--- src/rtl/single_port_ram_arbiter_pkg.sv ---
// Shared types and helpers for the two-requester single-port RAM arbiter.
package single_port_ram_arbiter_pkg;

  typedef enum logic [1:0] {
    GRANT_NONE = 2'd0,
    GRANT_A    = 2'd1,
    GRANT_B    = 2'd2
  } grant_e;

  // The round-robin pointer always hands priority to whoever was not just served.
  function automatic logic other_requester(input logic requester);
    return ~requester;
  endfunction

endpackage

--- src/rtl/single_port_ram_arbiter_ram.sv ---
// Single-port storage array: synchronous write, combinational read, cleared by reset.
module single_port_ram #(
  parameter int WIDTH         = 8,
  parameter int DEPTH         = 16,
  parameter int ADDRESS_WIDTH = $clog2(DEPTH)
) (
  input  logic                     clock,
  input  logic                     resetn,
  input  logic                     write_enable,
  input  logic                     read_enable,
  input  logic [ADDRESS_WIDTH-1:0] address,
  input  logic [WIDTH-1:0]         write_data,
  output logic [WIDTH-1:0]         read_data
);

  logic [WIDTH-1:0] memory_q [DEPTH];

  always_ff @(posedge clock or negedge resetn) begin
    if (!resetn) begin
      for (int i = 0; i < DEPTH; i++) begin
        memory_q[i] <= '0;
      end
    end else if (write_enable) begin
      memory_q[address] <= write_data;
    end
  end

  assign read_data = read_enable ? memory_q[address] : '0;

endmodule

--- src/rtl/single_port_ram_arbiter.sv ---
// Arbitrates two valid/ready requesters onto one single-port RAM and returns
// registered read responses one cycle after the grant.
module single_port_ram_arbiter
  import single_port_ram_arbiter_pkg::*;
#(
  parameter int WIDTH         = 8,
  parameter int DEPTH         = 16,
  parameter int ADDRESS_WIDTH = $clog2(DEPTH),
  parameter int ROUND_ROBIN   = 1
) (
  input  logic                     clock,
  input  logic                     resetn,
  input  logic                     a_request_valid,
  output logic                     a_request_ready,
  input  logic                     a_request_write,
  input  logic [ADDRESS_WIDTH-1:0] a_request_address,
  input  logic [WIDTH-1:0]         a_request_write_data,
  output logic                     a_response_valid,
  output logic [WIDTH-1:0]         a_response_data,
  input  logic                     b_request_valid,
  output logic                     b_request_ready,
  input  logic                     b_request_write,
  input  logic [ADDRESS_WIDTH-1:0] b_request_address,
  input  logic [WIDTH-1:0]         b_request_write_data,
  output logic                     b_response_valid,
  output logic [WIDTH-1:0]         b_response_data
);

  localparam logic REQUESTER_A = 1'b0;
  localparam logic REQUESTER_B = 1'b1;

  grant_e                   grant;
  logic                     ptr_q, ptr_d;
  logic                     a_rsp_valid_q, a_rsp_valid_d;
  logic                     b_rsp_valid_q, b_rsp_valid_d;
  logic [WIDTH-1:0]         a_rsp_data_q, a_rsp_data_d;
  logic [WIDTH-1:0]         b_rsp_data_q, b_rsp_data_d;
  logic                     ram_we, ram_re;
  logic [ADDRESS_WIDTH-1:0] ram_addr;
  logic [WIDTH-1:0]         ram_wdata, ram_rdata;

  // Grants are suppressed during reset so ready is low while resetn is low.
  always_comb begin
    grant = GRANT_NONE;
    if (resetn) begin
      if (a_request_valid && b_request_valid) begin
        grant = (ROUND_ROBIN != 0 && ptr_q == REQUESTER_B) ? GRANT_B : GRANT_A;
      end else if (a_request_valid) begin
        grant = GRANT_A;
      end else if (b_request_valid) begin
        grant = GRANT_B;
      end
    end
  end

  assign a_request_ready = (grant == GRANT_A);
  assign b_request_ready = (grant == GRANT_B);

  always_comb begin
    ram_we    = 1'b0;
    ram_re    = 1'b0;
    ram_addr  = a_request_address;
    ram_wdata = a_request_write_data;
    if (grant == GRANT_A) begin
      ram_we = a_request_write;
      ram_re = ~a_request_write;
    end else if (grant == GRANT_B) begin
      ram_addr  = b_request_address;
      ram_wdata = b_request_write_data;
      ram_we    = b_request_write;
      ram_re    = ~b_request_write;
    end
  end

  always_comb begin
    ptr_d         = ptr_q;
    a_rsp_valid_d = 1'b0;
    b_rsp_valid_d = 1'b0;
    a_rsp_data_d  = a_rsp_data_q;
    b_rsp_data_d  = b_rsp_data_q;
    if (ROUND_ROBIN != 0 && grant != GRANT_NONE) begin
      ptr_d = other_requester((grant == GRANT_A) ? REQUESTER_A : REQUESTER_B);
    end
    if (grant == GRANT_A && ram_re) begin
      a_rsp_valid_d = 1'b1;
      a_rsp_data_d  = ram_rdata;
    end
    if (grant == GRANT_B && ram_re) begin
      b_rsp_valid_d = 1'b1;
      b_rsp_data_d  = ram_rdata;
    end
  end

  always_ff @(posedge clock or negedge resetn) begin
    if (!resetn) begin
      ptr_q         <= REQUESTER_A;
      a_rsp_valid_q <= 1'b0;
      b_rsp_valid_q <= 1'b0;
      a_rsp_data_q  <= '0;
      b_rsp_data_q  <= '0;
    end else begin
      ptr_q         <= ptr_d;
      a_rsp_valid_q <= a_rsp_valid_d;
      b_rsp_valid_q <= b_rsp_valid_d;
      a_rsp_data_q  <= a_rsp_data_d;
      b_rsp_data_q  <= b_rsp_data_d;
    end
  end

  assign a_response_valid = a_rsp_valid_q;
  assign a_response_data  = a_rsp_data_q;
  assign b_response_valid = b_rsp_valid_q;
  assign b_response_data  = b_rsp_data_q;

  single_port_ram #(
    .WIDTH        (WIDTH),
    .DEPTH        (DEPTH),
    .ADDRESS_WIDTH(ADDRESS_WIDTH)
  ) u_ram (
    .clock       (clock),
    .resetn      (resetn),
    .write_enable(ram_we),
    .read_enable (ram_re),
    .address     (ram_addr),
    .write_data  (ram_wdata),
    .read_data   (ram_rdata)
  );

endmodule
--- config.mk ---
export PLATFORM = sky130hd
export DESIGN_NAME = single_port_ram_arbiter
export DESIGN_NICKNAME = d
export VERILOG_FILES = /design/src/rtl/single_port_ram_arbiter_pkg.sv /design/src/rtl/single_port_ram_arbiter_ram.sv /design/src/rtl/single_port_ram_arbiter.sv
export SDC_FILE = /design/constraint.sdc
export NUM_CORES = 1
export LEC_CHECK = 0
export CORE_MARGIN = 4
export CORE_UTILIZATION = 34
export CTS_CLUSTER_SIZE = 16
export DETAILED_ROUTE_END_ITERATION = 7
export DONT_BUFFER_PORTS = 1
export SKIP_LAST_GASP = 1
export SLEW_MARGIN = 10
export SYNTH_ARGS = -nofsm -noshare
export SYNTH_HDL_FRONTEND = slang
export SYNTH_HIERARCHICAL = 1
export SYNTH_SLANG_ARGS = --single-unit
--- constraint.sdc ---
create_clock -name clock -period 3.4 [get_ports clock]
set_input_delay 0.34 -clock clock [delete_from_list [all_inputs] [get_ports clock]]
set_output_delay 0.34 -clock clock [all_outputs]
set_load 0.01 [all_outputs]
==> impl_summary.log <==
[metrics] outcome: complete, but fails checks
[metrics] failing checks: hold timing
[metrics] area of combinational cells with multiple inputs: 3150 um^2
[metrics] required time reported for the critical path endpoint: 3.70 ns
[metrics] number of global-route vias before repair: 4202
[metrics] Crit. path cell count: 9
[metrics] maximum capacitance violations: 0
[metrics] clk sinks: 147
[metrics] peak fanout along the critical path: 17
[metrics] count of endpoints failing setup in the final report: 0
[metrics] synthesized area per cell: 15.1 um^2
[metrics] Hold Violations, Final: 147
[metrics] number of design rule violations left after detail routing: 0
[metrics] initial antenna violation count: 2
[metrics] Filler Cells Inserted: 1850
[metrics] endpoint type of the worst setup path: flop
[metrics] combined buffer and inverter count along the critical path: 2
[metrics] TritonCTS clock tree: done
[metrics] gate count after technology mapping: 463
[metrics] post-CTS resize count: 0
[metrics] Worst Setup Path Type: reg -> reg
[metrics] Placer Congestion: 0.846
[metrics] Worst Reg-to-Reg Cells: 9
[metrics] antenna diode count: 0
[metrics] total number of vias: 3908
[metrics] Synth area leader: sky130_fd_sc_hd__dfrtp_1
[metrics] worst setup slack after layout: 0.489 ns
[metrics] instance area after placement: 7220 um^2
[metrics] Worst IR Drop VDD: 0.356 mV
[metrics] CTS H-tree depth: 4
[metrics] number of buffers on the longest clock path: 2
[metrics] total power consumption of the routed design: 5.32 mW
[metrics] placeable core region: 20200 um^2
[metrics] Clock Pin Slew Worst Setup and Hold Paths: 0.06 ns
[metrics] total iterations of the first detailed-routing run: 4
[metrics] ordered cell list for the critical path: inv_2 -> a21oi_2 -> mux2_2 -> buf_4 -> nor2b_1 -> nand2_1 -> a32oi_1 -> o211ai_1 -> mux2_2
[metrics] placed wire-length estimate: 10700 um
[metrics] final standard cell utilization of the core: 0.388
[metrics] flop and latch count out of synthesis: 147
[metrics] die boundary width: 152 um
[metrics] Syn-to-layout area delta: 11.9%
[metrics] IO buf count: 0
[metrics] main area contributors after synthesis: sky130_fd_sc_hd__dfrtp_1, sky130_fd_sc_hd__mux2_2, sky130_fd_sc_hd__mux4_2, sky130_fd_sc_hd__mux2_4, sky130_fd_sc_hd__mux2i_1
[metrics] CP arrival: 3.21 ns
[metrics] post-synthesis instance area: 7010 um^2
[metrics] sequential cell area fraction in the yosys report: 0.525
[metrics] Leakage Power: 3.55 nW
[metrics] CP startpoint kind: flop
[metrics] number of DRC markers in iteration 0: 242
[metrics] tightest slew margin relative to the limit: 0.611
[metrics] pin count of the biggest net entering global routing: 150
[metrics] Max Fclk: 344 MHz
[metrics] share of Yosys cell area claimed by the top area cell type: 0.525
[metrics] share of cells above drive strength 1: 0.500
[metrics] clock buffer count from CTS: 17
[metrics] share of the clock period used by the worst path after layout: 0.856
[metrics] maximum clock skew at final layout: 0.00722 ns
[metrics] Avg Vias per Cell: 5.28
[metrics] Post-Place Worst Slack: 0.581 ns
[metrics] count of antenna-violating nets left after detailed routing: 0
[metrics] floorplan die area: 23000 um^2
[metrics] Synth warnings: 6
[metrics] unrepaired setup endpoints after global routing: no
[metrics] clock latency of the later-clocked register in the worst-skew pair: 0.42 ns
[metrics] Worst Hold Class: in -> async
[metrics] Post-CTS Repair Setup Buffers: 0
[metrics] placed cells: 708
[metrics] setup tns final: 0 ns
[metrics] cell at the root of the clock tree: sky130_fd_sc_hd__clkbuf_16
[metrics] cell family with the largest share of critical-path delay: compound AO/OA/AOI/OAI gates
[metrics] Die Y: 152 um
[metrics] first-pass GRT wire length: 25100 um
[metrics] number of non-filler instances in the completed layout: 740
[metrics] effective utilization at floorplan: 0.346
[metrics] aggregate global routing overflow: 0
[metrics] shortest period the worst path allows: 2.91 ns
[metrics] number of max-slew violations in the final report: 0
[metrics] number of nets in the layout: 487
[metrics] wire per inst: 21.4 um
[metrics] number of placed I/O pins: 50
[metrics] GRT Resource Usage Total: 0.145
[metrics] Std-Cell Rows: 52
[metrics] final design instance area without fill: 7840 um^2
[metrics] most repeated library cell on the critical path: sky130_fd_sc_hd__mux2_2
[metrics] net count of the mapped netlist: 493
[metrics] sequential cell area: 3680 um^2
[metrics] power per unit of standard cell area: 678 nW/um^2
[metrics] slew at the pin with the worst max-slew slack: 0.582 ns
[metrics] library cells used by synthesis: 34
[metrics] detailed-route wire length: 15800 um
[metrics] cell with the biggest individual delay on the critical path: sky130_fd_sc_hd__nor2b_1
[metrics] Worst path max stage delay: 0.49 ns
[metrics] hold slack: -0.387 ns
layer usage:
layer  vias to the layer above  wire, um  track usage
met3                        17       790       0.0372
li1                       1702         -            -
met1                      2101      7190        0.197
met5                         -        26            0
met2                        84      7660        0.234
met4                         4       175       0.0373
sequential cells by signal, summed over array words and instances, names as in the netlist:
register,cells
u_ram/memory_q,128
a_response_data,8
b_response_data,8
a_response_valid,1
b_response_valid,1
ptr_q,1
kinds of logic (layout without fill, tap and decap cells):
logic type | count (synthesis) | in the layout | share of synthesized area
AOI/OAI and AO/OA | 24 | 24 | 0.0291
DFF | 147 | 147 | 0.525
muxes | 197 | 197 | 0.368
and+or+nand+nor | 64 | 64 | 0.0519
buffers and inverters | 31 | 38 | 0.0262
cells in the mapped netlist:
library cell,n
sky130_fd_sc_hd__mux4_1,1
sky130_fd_sc_hd__buf_4,4
sky130_fd_sc_hd__nand3b_2,1
sky130_fd_sc_hd__nand2b_1,3
sky130_fd_sc_hd__o211ai_1,7
sky130_fd_sc_hd__buf_6,6
sky130_fd_sc_hd__inv_2,1
sky130_fd_sc_hd__or3_1,4
sky130_fd_sc_hd__nand4_1,7
sky130_fd_sc_hd__mux2i_1,18
sky130_fd_sc_hd__a211oi_4,2
sky130_fd_sc_hd__a22o_1,1
sky130_fd_sc_hd__o21ai_0,2
sky130_fd_sc_hd__and2_1,2
sky130_fd_sc_hd__or2_1,2
sky130_fd_sc_hd__mux2_4,32
sky130_fd_sc_hd__mux4_2,22
sky130_fd_sc_hd__nand2_1,27
sky130_fd_sc_hd__buf_2,6
sky130_fd_sc_hd__nor2_4,1
sky130_fd_sc_hd__clkbuf_1,14
sky130_fd_sc_hd__mux2_2,124
sky130_fd_sc_hd__dfrtp_1,147
sky130_fd_sc_hd__nor2_2,10
sky130_fd_sc_hd__a21oi_2,1
sky130_fd_sc_hd__a22oi_1,1
sky130_fd_sc_hd__nand3_2,1
sky130_fd_sc_hd__nor2b_1,2
sky130_fd_sc_hd__a21oi_1,3
sky130_fd_sc_hd__or2_2,1
sky130_fd_sc_hd__a32oi_1,7
sky130_fd_sc_hd__nand3_1,1
sky130_fd_sc_hd__nand3b_4,1
sky130_fd_sc_hd__nand2_4,1
worst paths after layout:
kind	slack, ns	start	to
min in group clock	0.03	a_request_write	a_response_valid
worst max register to register	0.49	ptr_q	b_response_data[2]
max in group asynchronous	3.49	resetn	u_ram/memory_q[77]
worst max-delay path	0.49	ptr_q	b_response_data[2]
worst min-delay path	-0.39	resetn	u_ram/memory_q[13]
worst min register to register	0.50	u_ram/memory_q[98]	u_ram/memory_q[98]
report_power, final:
group          leakage, nW  internal, mW  switching, mW  total (mW)
clock                0.290          1.20          0.738        1.94
combinational         1.33         0.577          0.387       0.964
sequential            1.93          2.18          0.235        2.41
total                 3.55          3.96           1.36        5.32
final cells by class:
class / count / share of cell area
Clock buffer: 19 / 0.0577
Clock inverter: 13 / 0.0222
Tap cell: 270 / 0.0431
Multi-Input combinational cell: 285 / 0.401
Inverter: 1 / 0.000479
Timing Repair Buffer: 5 / 0.00638
Sequential cell: 147 / 0.469
cells in the final DEF (no fill, tap or decap), types with 5 or more instances in the layout:
master                       count
sky130_fd_sc_hd__dfrtp_1       147
sky130_fd_sc_hd__nor2_2         10
sky130_fd_sc_hd__a32oi_1         7
sky130_fd_sc_hd__clkinvlp_4      5
sky130_fd_sc_hd__mux2_2        124
sky130_fd_sc_hd__mux2i_1        18
sky130_fd_sc_hd__nand4_1         7
sky130_fd_sc_hd__nand2_1        27
sky130_fd_sc_hd__mux2_4         32
sky130_fd_sc_hd__clkbuf_16      17
sky130_fd_sc_hd__o211ai_1        7
sky130_fd_sc_hd__mux4_2         22
worst reg2reg max path, cell delays in order (launching register included):
cell	delay, ns
sky130_fd_sc_hd__dfrtp_1	0.46
sky130_fd_sc_hd__inv_2	0.09
sky130_fd_sc_hd__a21oi_2	0.27
sky130_fd_sc_hd__mux2_2	0.27
sky130_fd_sc_hd__buf_4	0.30
sky130_fd_sc_hd__nor2b_1	0.49
sky130_fd_sc_hd__nand2_1	0.17
sky130_fd_sc_hd__a32oi_1	0.25
sky130_fd_sc_hd__o211ai_1	0.18
sky130_fd_sc_hd__mux2_2	0.31
No activity file was read; power rests on OpenSTA's default activity.
